===== config.mk =====
export PLATFORM = sky130hd
export DESIGN_NAME = ssram_arb
export DESIGN_NICKNAME = d
export VERILOG_FILES = /design/src/rtl/ssram_pkg.sv /design/src/rtl/ssram_arb_rr.sv /design/src/rtl/ssram_arb.sv
export SDC_FILE = /design/constraint.sdc
export NUM_CORES = 1
export LEC_CHECK = 0
export BUFFER_PORTS_ARGS = -buffer_cell sky130_fd_sc_hd__buf_2
export CAP_MARGIN = 20
export CORE_AREA = 2 2 99 101
export DETAILED_ROUTE_END_ITERATION = 6
export DIE_AREA = 0 0 101 103
export PLACE_DENSITY_LB_ADDON = 0.12
export SLEW_MARGIN = 20
export SYNTH_ARGS = -nofsm -noshare
export SYNTH_HDL_FRONTEND = slang
export SYNTH_SLANG_ARGS = --single-unit

===== constraint.sdc =====
create_clock -name clk -period 2.3 [get_ports clk]
set_input_delay 0.46 -clock clk [delete_from_list [all_inputs] [get_ports clk]]
set_output_delay 0.46 -clock clk [all_outputs]
set_load 0.03 [all_outputs]

===== src/rtl/ssram_pkg.sv =====
// Shared types for the ssram arbiter slice: default widths,
// FSM state encodings and requester ids.
package ssram_pkg;

  localparam int AW_DEF = 18;
  localparam int DW_DEF = 32;

  typedef enum logic [1:0] {
    ST_IDLE  = 2'd0,
    ST_OWN_A = 2'd1,
    ST_OWN_B = 2'd2
  } state_t;

  localparam logic REQ_A = 1'b0;
  localparam logic REQ_B = 1'b1;

endpackage


===== src/rtl/ssram_arb_rr.sv =====
// Round-robin / bounded-burst grant decision for ssram_arb.
// Purely combinational: grant vector, next state and next burst count.
module ssram_arb_rr
  import ssram_pkg::*;
#(
  parameter int MAX_BURST = 4,
  parameter int CW        = 4
) (
  input  logic          iReqA,
  input  logic          iReqB,
  input  state_t        iState,
  input  logic [CW-1:0] iCnt,
  input  logic          iLast,
  output logic [1:0]    oGnt,
  output state_t        oNxtState,
  output logic [CW-1:0] oNxtCnt
);

  localparam logic [CW-1:0] MAXC = CW'(MAX_BURST);
  localparam logic [CW-1:0] ONE  = CW'(1);

  logic under;
  logic keepA;
  logic keepB;
  logic gA;
  logic gB;
  logic [CW-1:0] incCnt;

  assign under  = iCnt < MAXC;
  assign incCnt = under ? iCnt + ONE : MAXC;

  // Owner keeps the port until its burst runs out while the other waits
  assign keepA = (iState == ST_OWN_A) & iReqA & (under | ~iReqB);
  assign keepB = (iState == ST_OWN_B) & iReqB & (under | ~iReqA);

  assign gA = keepA
            | (~keepB & iReqA & (~iReqB | (iLast == REQ_B)));
  assign gB = ~gA & iReqB;

  always_comb begin
    oGnt      = 2'b00;
    oNxtState = ST_IDLE;
    oNxtCnt   = '0;
    unique case (1'b1)
      gA: begin
        oGnt      = 2'b01;
        oNxtState = ST_OWN_A;
        oNxtCnt   = keepA ? incCnt : ONE;
      end
      gB: begin
        oGnt      = 2'b10;
        oNxtState = ST_OWN_B;
        oNxtCnt   = keepB ? incCnt : ONE;
      end
      default: begin
        oGnt      = 2'b00;
        oNxtState = ST_IDLE;
        oNxtCnt   = '0;
      end
    endcase
  end

endmodule


===== src/rtl/ssram_arb.sv =====
// Two-requester arbiter/sequencer in front of one ssram port.
// Optional grant/stall counters under SSRAM_ARB_STATS_EN.
module ssram_arb
  import ssram_pkg::*;
#(
  parameter int AW        = AW_DEF,
  parameter int DW        = DW_DEF,
  parameter int MAX_BURST = 4
) (
  input  logic          clk,
  input  logic          iRst,
  input  logic          iReqA,
  input  logic          iWrA,
  input  logic [AW-1:0] iAddrA,
  input  logic [DW-1:0] iDataA,
  output logic          oGntA,
  output logic          oRdVldA,
  output logic [DW-1:0] oRdDataA,
  input  logic          iReqB,
  input  logic          iWrB,
  input  logic [AW-1:0] iAddrB,
  input  logic [DW-1:0] iDataB,
  output logic          oGntB,
  output logic          oRdVldB,
  output logic [DW-1:0] oRdDataB,
  output logic          oSramEn,
  output logic          oSramWr,
  output logic [AW-1:0] oSramAddr,
  output logic [DW-1:0] oSramData,
  input  logic [DW-1:0] iSramData
`ifdef SSRAM_ARB_STATS_EN
  ,
  output logic [15:0]   oGntCntA,
  output logic [15:0]   oGntCntB,
  output logic [15:0]   oStallCnt
`endif
);

  localparam int CW = 4;

  state_t        state;
  state_t        nxtState;
  logic [CW-1:0] cnt;
  logic [CW-1:0] nxtCnt;
  logic          last;
  logic          rdPend;
  logic          rdOwn;
  logic [1:0]    gnt;

  ssram_arb_rr #(
    .MAX_BURST(MAX_BURST),
    .CW       (CW)
  ) uRr (
    .iReqA    (iReqA),
    .iReqB    (iReqB),
    .iState   (state),
    .iCnt     (cnt),
    .iLast    (last),
    .oGnt     (gnt),
    .oNxtState(nxtState),
    .oNxtCnt  (nxtCnt)
  );

  // Grants are masked while reset is held so nothing reaches the SRAM
  assign oGntA   = gnt[0] & ~iRst;
  assign oGntB   = gnt[1] & ~iRst;
  assign oSramEn = oGntA | oGntB;

  always_comb begin
    oSramWr   = 1'b0;
    oSramAddr = '0;
    oSramData = '0;
    unique case (1'b1)
      oGntA: begin
        oSramWr   = iWrA;
        oSramAddr = iAddrA;
        oSramData = iDataA;
      end
      oGntB: begin
        oSramWr   = iWrB;
        oSramAddr = iAddrB;
        oSramData = iDataB;
      end
      default: begin
        oSramWr   = 1'b0;
        oSramAddr = '0;
        oSramData = '0;
      end
    endcase
  end

  always_ff @(posedge clk or posedge iRst) begin
    if (iRst) begin
      state  <= ST_IDLE;
      cnt    <= '0;
      last   <= REQ_B;
      rdPend <= 1'b0;
      rdOwn  <= REQ_A;
    end else begin
      state  <= nxtState;
      cnt    <= nxtCnt;
      rdPend <= oSramEn & ~oSramWr;
      if (oSramEn) last <= oGntB ? REQ_B : REQ_A;
      if (oSramEn & ~oSramWr) rdOwn <= oGntB ? REQ_B : REQ_A;
    end
  end

  assign oRdVldA  = rdPend & (rdOwn == REQ_A);
  assign oRdVldB  = rdPend & (rdOwn == REQ_B);
  assign oRdDataA = oRdVldA ? iSramData : '0;
  assign oRdDataB = oRdVldB ? iSramData : '0;

`ifdef SSRAM_ARB_STATS_EN
  logic stall;

  assign stall = (iReqA & ~oGntA) | (iReqB & ~oGntB);

  always_ff @(posedge clk or posedge iRst) begin
    if (iRst) begin
      oGntCntA  <= '0;
      oGntCntB  <= '0;
      oStallCnt <= '0;
    end else begin
      if (oGntA) oGntCntA <= oGntCntA + 16'd1;
      if (oGntB) oGntCntB <= oGntCntB + 16'd1;
      if (stall && oStallCnt != 16'hFFFF)
        oStallCnt <= oStallCnt + 16'd1;
    end
  end
`endif

endmodule


==> impl_metrics.tcl, run 1 <==
set metrics [dict create \
    status "complete, but fails checks" \
    violations "negative setup slack" \
    finClkSkew_ns 0.001083 \
    area_growth_pct 108.7 \
    synth_cell_types 32 \
    fin_ws_ns -0.1639 \
    power_mw 1.371 \
    drv_slew 0 \
    htreeDepth 1 \
    antenna_cells 0 \
    rows 36 \
    power_leakage_nw 2.029 \
    cts_tree "built" \
    path_max_fanout 26 \
    syn_area_um2 1568 \
    synth_most_common_cell "a22o_1" \
    routed_wl_mm 8.037 \
    setup_tns_ns -7.588 \
    synth_commonest_cells "a22o_1, and2_1, and3_1, clkbuf_1, dfrtp_1" \
    avgRoutedWirePerCell_um 14.40 \
    viasPerCell 4.380 \
    overflow 0 \
    crit_required_ns 1.84 \
    holdBufCountCts 0 \
    ir_worst_vdd_mv 0.2510 \
    min_period_over_period_pct 107.1 \
    dr_total_vias 2444 \
    hold_path.class "primary input to asynchronous set/reset pin" \
    r2r_end "rdOwn$_DFFE_PP0P_" \
    route.detailed.drc 0 \
    nNetsFinal 584 \
    r2r-start "cnt[2]$_DFF_PP0_" \
    finalSetupViolations 51 \
    startpoint "cnt[2]$_DFF_PP0_" \
    ys_ff_latch 9 \
    cp-end-kind "output port" \
    clk_latency_ns 0.23 \
    cp.arrival_ns 2.00 \
    synth_area_per_cell_um2 8.208 \
    slowest_stage "or4b_4" \
    io_buffers 257 \
    ioPinCount 258 \
    cts.sinks 9 \
    rsz0062_at_grt "yes" \
    cts_buffer_depth 2 \
    synth_warnings 0 \
    fmax_mhz 405.9 \
    finalHoldViolCount 0 \
    ff_latch_area_um2 227.7 \
    multiInputGateArea_um2 1169 \
    period_needed_ns 2.464 \
    reg2regPathDepth 5 \
    slowest_delay_ns 0.55 \
    synthFlopType "dfrtp_1" \
    antenna_found_initial 0 \
    r2r_slack_ns 0.66 \
    dr.first_iter.drc_count 73 \
    start_util_pct 16.57 \
    fp.dieArea_um2 10400 \
    clkSlewWorstSetupHoldPaths_ns 0.04 \
    gp_congestion 0.7902 \
    grt_usage_pct 12.68 \
    seq_area_frac_synth_pct 14.45 \
    powerDensity_nw_per_um2 419.0 \
    critPathLaunchType "flop" \
    synthesis.nets 330 \
    synthTopCellsByArea "a22o_1, and2_1, and3_1" \
    grt_pass1_vias 2081 \
    maxCapViolCount 0 \
    dp_hpwl_mm 6.055 \
    numCtsBuffers 3 \
    die_x_um 101 \
    synth_top_area_cell "a22o_1" \
    dr.pass1.iters 4 \
    grt_pass1_wl_mm 10.58 \
    cts_root_buf "clkbuf_8" \
    die_h_um 103 \
    ant_nets 0 \
    core_um2 9459 \
    path_class "flop to output port" \
    fill_cells 1005 \
    synth_edf_count 0 \
    synthArstFlopShare_pct 100.0 \
    synth_top_area_share_pct 28.49 \
    drive_above_1_share_pct 64.41 \
    postSynthCellCount 191 \
    path_cells "or4b_4 -> o211ai_2 -> nand3_4 -> buf_12 -> clkinv_16 -> a22o_1 -> buf_4" \
    grt_max_degree 43 \
]
==> worst max path at each step <==
stage                    endpoint  slack (ns)  cells after the start
global route        oSramAddr[13]       -0.25                      7
CTS                 oSramData[24]       -0.17                      7
floorplan           oSramData[23]        0.06                      5
global placement     oSramData[8]       -0.03                      6
detailed placement   oSramData[8]       -0.04                      6
finish              oSramAddr[12]       -0.16                      7
==> what timing repair did <==
action,in CTS,in global routing
gates resized for setup,62,20
setup buffers,1,1
endpoints found under the setup margin,52,53
pin swaps,1,1
gates cloned,3,0
==> layout make-up <==
class                      instances  area share (%)
inverter                           4          0.8413
timing repair inverter             3           1.683
sequential                         9           6.960
timing repair buffer             267           49.06
clock buffer                       4           1.377
multi-input combinational        157           35.72
tap                              114           4.359
==> metrics by stage <==
stage | hold slack (ns) | instances | area (um2) | setup WS, ns | utilization (%)
2_1_floorplan | 0.3336 | 191 | 1568 | 0.06007 | -
3_3_place_gp | 0.4847 | 549 | 2907 | -0.02515 | 30.73
3_5_place_dp | 0.4992 | 549 | 2907 | -0.03715 | 30.73
4_1_cts | 0.3372 | 557 | 3193 | -0.1734 | 33.76
5_1_grt | 0.3537 | 558 | 3272 | -0.2455 | 34.59
6_report | 0.3325 | 558 | 3272 | -0.1639 | 34.59
==> state kept, by name, summed over array words and instances, names as in the netlist <==
name and flops:
state 2, last 1, rdPend 1, cnt 4
rdOwn 1
==> cells in the final DEF (no fill, tap or decap), types with 2 or more instances in the layout <==
| cell | Yosys | routed |
|---|---|---|
| nor3_1 | 2 | 2 |
| buf_4 | 1 | 37 |
| inv_1 | 3 | 3 |
| nor2_1 | 7 | 7 |
| a31o_2 | 2 | 2 |
| clkinv_8 | 1 | 2 |
| nand2_1 | 5 | 5 |
| a22o_4 | 0 | 2 |
| clkbuf_8 | 0 | 3 |
| and3_1 | 33 | 33 |
| nor2b_1 | 4 | 4 |
| buf_6 | 0 | 23 |
| dfrtp_1 | 8 | 7 |
| buf_2 | 5 | 204 |
| and2_1 | 35 | 35 |
| a22o_1 | 51 | 49 |
| buf_12 | 5 | 2 |
| o21ai_0 | 2 | 2 |
| o31ai_1 | 2 | 2 |
==> routing by layer <==
metal	share of wire [%]	up-vias	GRT usage (%)
li1	-	1225	-
met1	40	1097	14.87
met2	52	118	24.41
met3	7.7	4	2.847
met4	0.52	0	1.143
met5	0	-	0
==> logic make-up after synthesis <==
kind of cell | count (synthesis) | share of synthesized area (%)
AO/OA/AOI/OAI | 65 | 35.67
other | 1 | 0.2392
buffers and inverters | 25 | 12.61
flip-flops | 9 | 14.45
adder cells (fa/ha/maj) | 1 | 0.7980
AND/OR/NAND/NOR | 90 | 36.23
==> worst max-delay path: cells and delay by family (launching register included) <==
| kind | cells | cell delay [ns] |
|---|---|---|
| buffers and inverters | 3 | 0.41 |
| flip-flops | 1 | 0.42 |
| AO/OA/AOI/OAI | 2 | 0.27 |
| AND/OR/NAND/NOR | 2 | 0.65 |
==> power by group <==
group          internal (mW)  switching (mW)  total, mW
clock network          0.121          0.0634      0.184
registers              0.181          0.0156      0.197
logic                  0.400           0.590      0.990
Note: power is estimated with default switching activity, not from simulation.
==> run 2, diff against run 1 <==
- SETUP_SLACK_MARGIN: default -> 0.1
==> run 2 against run 1 <==
  * The flow still finishes with violations (negative setup slack)
  * Global-route usage grew 0.46 points
  * Non-clock buffer count grew 5
  * Largest power group unchanged
  * Die area is the same
  * Utilization grew 1.1 points
  * Critical path type unchanged
  * Maximum frequency shrank 0.45%
  * Register-to-register slack lost 0.12 ns
  * Sequential share of layout area shrank 0.25 points
  * Via count grew 4.4%
  * Power grew 2.8%
  * Flip-flop and latch count is the same
  * Clock skew grew 0.0044 ns
==> impl_metrics.tcl, run 2 (same netlist as run 1, synthesis figures left out) <==
set metrics [dict create \
    clk_latency_ns 0.23 \
    nNetsFinal 589 \
    antenna_cells 0 \
    gp_congestion 0.7197 \
    fmax_mhz 404.0 \
    grt_pass1_vias 2146 \
    most-common-layout-cells "buf_2, a22o_1, buf_6, and2_1, and3_1" \
    overflow 0 \
    ioPinCount 258 \
    ir_worst_vdd_mv 0.2818 \
    dp_hpwl_mm 6.488 \
    die_h_um 103 \
    setup_tns_ns -7.627 \
    dr.first_iter.drc_count 87 \
    final_common_cell "buf_2" \
    crit_required_ns 1.84 \
    powerDensity_nw_per_um2 417.6 \
    cts.sinks 9 \
    maxCapViolCount 0 \
    min_period_over_period_pct 107.6 \
    wl_met1_mm 3.325 \
    htreeDepth 1 \
    top_register "cnt" \
    routed_wl_mm 8.580 \
    reg2regPathDepth 6 \
    core_um2 9459 \
    fp.dieArea_um2 10400 \
    r2r-start "cnt[2]$_DFF_PP0_" \
    met3_length_um 663 \
    drive_above_1_share_pct 66.59 \
    cp.arrival_ns 2.02 \
    ant_nets 0 \
    reg_top3 "cnt x4, state x2" \
    fin_util_pct 35.67 \
    cts_tree "built" \
    met2WireLength_mm 4.592 \
    top_layer_used "met3" \
    power_mw 1.409 \
    fin_ws_ns -0.1751 \
    largest_reg_flops 4 \
    die_x_um 101 \
    dr_total_vias 2551 \
    drv_slew 0 \
    rows 36 \
    route.detailed.drc 0 \
    dr.pass1.iters 4 \
    cts_root_buf "clkbuf_8" \
    cp-end-kind "output port" \
    status "complete, but fails checks" \
    period_needed_ns 2.475 \
    area_growth_pct 115.2 \
    start_util_pct 16.57 \
    path_class "flop to output port" \
    path_max_fanout 19 \
    grt_pass1_wl_mm 10.93 \
    antenna_found_initial 0 \
    io_buffers 257 \
    finalHoldViolCount 0 \
    holdBufCountCts 0 \
    finalSetupViolations 52 \
    grt_max_degree 39 \
    clkSlewWorstSetupHoldPaths_ns 0.05 \
    viasPerCell 4.531 \
    cts_buffer_depth 2 \
    grt_usage_pct 13.15 \
    rsz0062_at_grt "yes" \
    violations "negative setup slack" \
    r2r_slack_ns 0.54 \
    finClkSkew_ns 0.005472 \
    r2r_end "rdOwn$_DFFE_PP0P_" \
    holdWs_ns 0.3318 \
    critPathLaunchType "flop" \
    numCtsBuffers 3 \
    hold_path.class "primary input to asynchronous set/reset pin" \
    avgRoutedWirePerCell_um 15.24 \
    power_leakage_nw 2.075 \
]
[run 2: cell count changes in the layout (fill, tap and decap cells not counted), moves of 8 or more]
| cell | delta |
|---|---|
| a22o_2 | +9 |
| buf_4 | -10 |
| a22o_1 | -8 |
| buf_6 | +15 |
[run 2: worst max-delay path by stage]
stage,start,depth (start not counted),slack (ns),to
after floorplan,state[1]$_DFF_PP0_,6,0.12,oSramAddr[0]
after global placement,cnt[2]$_DFF_PP0_,6,0.01,oSramData[5]
after detailed placement,cnt[2]$_DFF_PP0_,6,-0.005,oSramData[5]
after CTS,cnt[2]$_DFF_PP0_,7,-0.18,oSramData[5]
after global routing,cnt[2]$_DFF_PP0_,7,-0.24,oSramAddr[2]
final,cnt[2]$_DFF_PP0_,6,-0.18,oSramData[25]
[run 2: per-stage QoR]
step                      instance area (um2)  setup WS [ns]  std cells
after floorplan                          1579         0.1164        191
after global placement                   2940        0.01027        552
after detailed placement                 2940      -0.005121        552
after CTS                                3206        -0.1794        561
after global routing                     3374        -0.2361        563
final                                    3374        -0.1751        563
[run 2: power breakdown]
| group | internal, mW | switching, mW | total (mW) |
|---|---|---|---|
| Combinational | 0.426 | 0.604 | 1.03 |
| Clock | 0.118 | 0.0644 | 0.183 |
| Sequential | 0.181 | 0.0152 | 0.196 |
[run 2: critical path, stage by stage, from the launching register on]
cell and delay [ns]:
dfrtp_1 0.42, or4b_4 0.55, o21ai_2 0.12, a21oi_4 0.14, buf_12 0.18, a22o_2 0.21, buf_4 0.16
[run 2: layer usage]
layer	vias to the layer above	global-route usage (%)
met3	0	2.915
met2	131	24.72
li1	1237	-
met1	1183	16.24
met4	0	0.3119
met5	-	0
[run 2: area by class of cell]
type / instances / area [um2]
sequential: 9 / 226.5
timing repair inverter: 3 / 43.79
fill: 1007 / 6085
clock inverter: 1 / 5.005
multi-input combinational: 157 / 1171
clock buffer: 3 / 41.29
inverter: 4 / 27.53
timing repair buffer: 272 / 1717
tap: 114 / 142.6
[run 2: what timing repair did]
action | 4_1_cts | 5_1_grt
cloned | 3 | 2
endpoints found under the setup margin | 53 | 53
pin swaps | 2 | 4
buffers inserted | 2 | 0
resized for setup | 57 | 45
==> run 3, diff against run 2 <==
- CORE_AREA: 2 2 99 101 -> 2 2 101 103
- DIE_AREA: 0 0 101 103 -> 0 0 103 105
- SYNTH_HIERARCHICAL: default -> 1
==> run 3 against run 2 <==
  * The flow still finishes with violations (negative setup slack)
  * Flip-flop and latch count unchanged
  * Synthesized cell count up 29%
  * Final cell count up 12%
  * Via count up 14%
  * Sequential power up 2%
  * First-iteration DRC count up 45%
  * Non-clock buffer count up 6
  * Final area up 19%
  * Clock skew up 0.0047 ns
  * Global-route usage up 1.5 points
  * Combinational power up 33%
  * Clock power about the same
  * Critical path type unchanged
  * Largest cell class unchanged
==> impl_metrics.tcl, run 3 <==
set metrics [dict create \
    status "complete, but fails checks" \
    violations "negative setup slack" \
    ant_nets 0 \
    synth_cell_types 31 \
    drive_above_1_share_pct 78.16 \
    rows 36 \
    finalSetupViolations 55 \
    finClkSkew_ns 0.01014 \
    largest_reg_flops 4 \
    ioPinCount 258 \
    path_cells "or3b_4 -> a21oi_2 -> o21a_4 -> clkbuf_16 -> a22oi_2 -> nor2_2 -> buf_6" \
    pre_cts_ws_ns 0.07857 \
    dr_total_vias 2903 \
    synthFlopType "dfrtp_1" \
    cp.arrival_ns 2.00 \
    slowest_stage "dfrtp_1" \
    ys_ff_latch 9 \
    crit_required_ns 1.84 \
    dr.first_iter.drc_count 126 \
    fill_cells 1026 \
    numCtsBuffers 3 \
    dr.pass1.iters 4 \
    synth_top_area_share_pct 23.89 \
    grt_pass1_wl_mm 12.85 \
    fp.dieArea_um2 10820 \
    antenna_cells 0 \
    final_area_um2 4025 \
    die_h_um 105 \
    synth_edf_count 0 \
    gp_congestion 0.8416 \
    path_class "flop to output port" \
    fmax_mhz 405.8 \
    power_mw 1.755 \
    core_um2 9639 \
    synth_most_common_cell "nor2_1" \
    cp_num_buf_inv 2 \
    cts_root_buf "clkbuf_8" \
    start_util_pct 16.63 \
    antenna_found_initial 0 \
    critPathLaunchType "flop" \
    synth_top_area_cell "a22oi_1" \
    cts_buffer_depth 2 \
    synth_commonest_cells "nor2_1, a22oi_1, and2_1, and3_1, clkbuf_1" \
    powerDensity_nw_per_um2 436.0 \
    maxCapViolCount 0 \
    route.detailed.drc 0 \
    synth_area_per_cell_um2 6.489 \
    clk_latency_ns 0.24 \
    syn_area_um2 1603 \
    overflow 0 \
    dpl_cell_area_um2 3203 \
    htreeDepth 1 \
    seq_area_frac_synth_pct 14.13 \
    fin_ws_ns -0.1641 \
    synthesis.nets 386 \
    viasPerCell 4.593 \
    clkSlewWorstSetupHoldPaths_ns 0.05 \
    path_max_fanout 8 \
    min_period_over_period_pct 107.1 \
    rsz0062_at_grt "yes" \
    period_needed_ns 2.464 \
    cts.sinks 9 \
    hold_path.class "primary input to asynchronous set/reset pin" \
    cts_tree "built" \
    dp_hpwl_mm 7.067 \
    area_growth_pct 151.1 \
    grt_usage_pct 14.63 \
    postSynthCellCount 247 \
    path_delay_family "simple AND/OR/NAND/NOR gates" \
    final_common_cell "buf_2" \
    grt_pass1_vias 2788 \
    power_leakage_nw 2.171 \
    ir_worst_vdd_mv 0.1819 \
    synthArstFlopShare_pct 100.0 \
    io_buffers 257 \
    drv_slew 0 \
    routed_wl_mm 10.04 \
    slowest_delay_ns 0.41 \
    setup_tns_ns -7.366 \
    die_x_um 103 \
    most-common-layout-cells "buf_2, nor2_2, a22oi_2, buf_6, and2_1" \
    synthTopCellsByArea "a22oi_1, and2_1, nor2_1" \
    top_register "cnt" \
    cp-end-kind "output port" \
    synth_warnings 6 \
    finalHoldViolCount 0 \
    reg_top3 "cnt x4, state x2" \
    grt_max_degree 37 \
    nNetsFinal 639 \
    avgRoutedWirePerCell_um 15.88 \
]
[run 3: cell types whose count changed after synthesis, sizes merged, moves of 3 or more]
cell and change:
clkbuf +6, nor2 +48, inv +3, buf +3, a22oi +51, a22o -51
[run 3: cells by family after synthesis]
group	synth area share, %
simple gates	44.26
compound gates	29.27
buf+inv	10.07
flops	14.13
mux	1.249
fa+ha+maj	0.7805
other cells	0.2340
[run 3: area by class of cell]
cell class                      instances  area (um2)  area share [%]
Clock inverter                          1       5.005          0.1243
Sequential cell                         9       226.5           5.626
Timing Repair Buffer                  278        1934           48.06
Clock buffer                            3       41.29           1.026
Tap cell                              133       166.4           4.134
Inverter                                6       22.52          0.5595
Multi-Input combinational cell        202        1629           40.47
[run 3: through the flow]
step	std cells	hold WS (ns)	util, %
after detailed placement	618	0.4930	33.23
final	632	0.4092	41.76
after floorplan	247	0.4738	-
after global placement	618	0.4940	33.23
after CTS	622	0.4258	36.89
after global routing	632	0.4730	41.76
[run 3: timing repair]
item / in CTS / in global routing
setup buffers: 0 / 2
setup endpoints to repair: 54 / 55
gates resized for setup: 99 / 56
hold buffers: 0 / 0
cloned: 0 / 8
pin swaps: 0 / 21
[run 3: path summary, 6_finish.rpt]
path	startpoint	slack (ns)	end	cells after the start
max	cnt[2]$_DFF_PP0_	-0.16	oSramData[21]	7
min	iRst	0.41	state[0]$_DFF_PP0_	2
max reg2reg	cnt[2]$_DFF_PP0_	-0.02	rdOwn$_DFFE_PP0P_	7
min reg2reg	last$_DFFE_PP1P_	0.51	last$_DFFE_PP1P_	2
max in group asynchronous	iRst	1.58	last$_DFFE_PP1P_	2
min in group clk	last$_DFFE_PP1P_	0.51	last$_DFFE_PP1P_	2
[run 3: metal layers]
layer	vias to the layer above	GRT usage, %	share of wire [%]
li1	1378	-	-
met1	1327	14.08	34
met2	178	30.75	57
met3	20	1.739	6.9
met4	0	4.041	2.3
met5	-	0	0
[run 3: where the power goes]
part           total (mW)  internal, mW  switching, mW
logic                1.37         0.577          0.795
registers           0.200         0.182         0.0187
clock network       0.183         0.118         0.0646
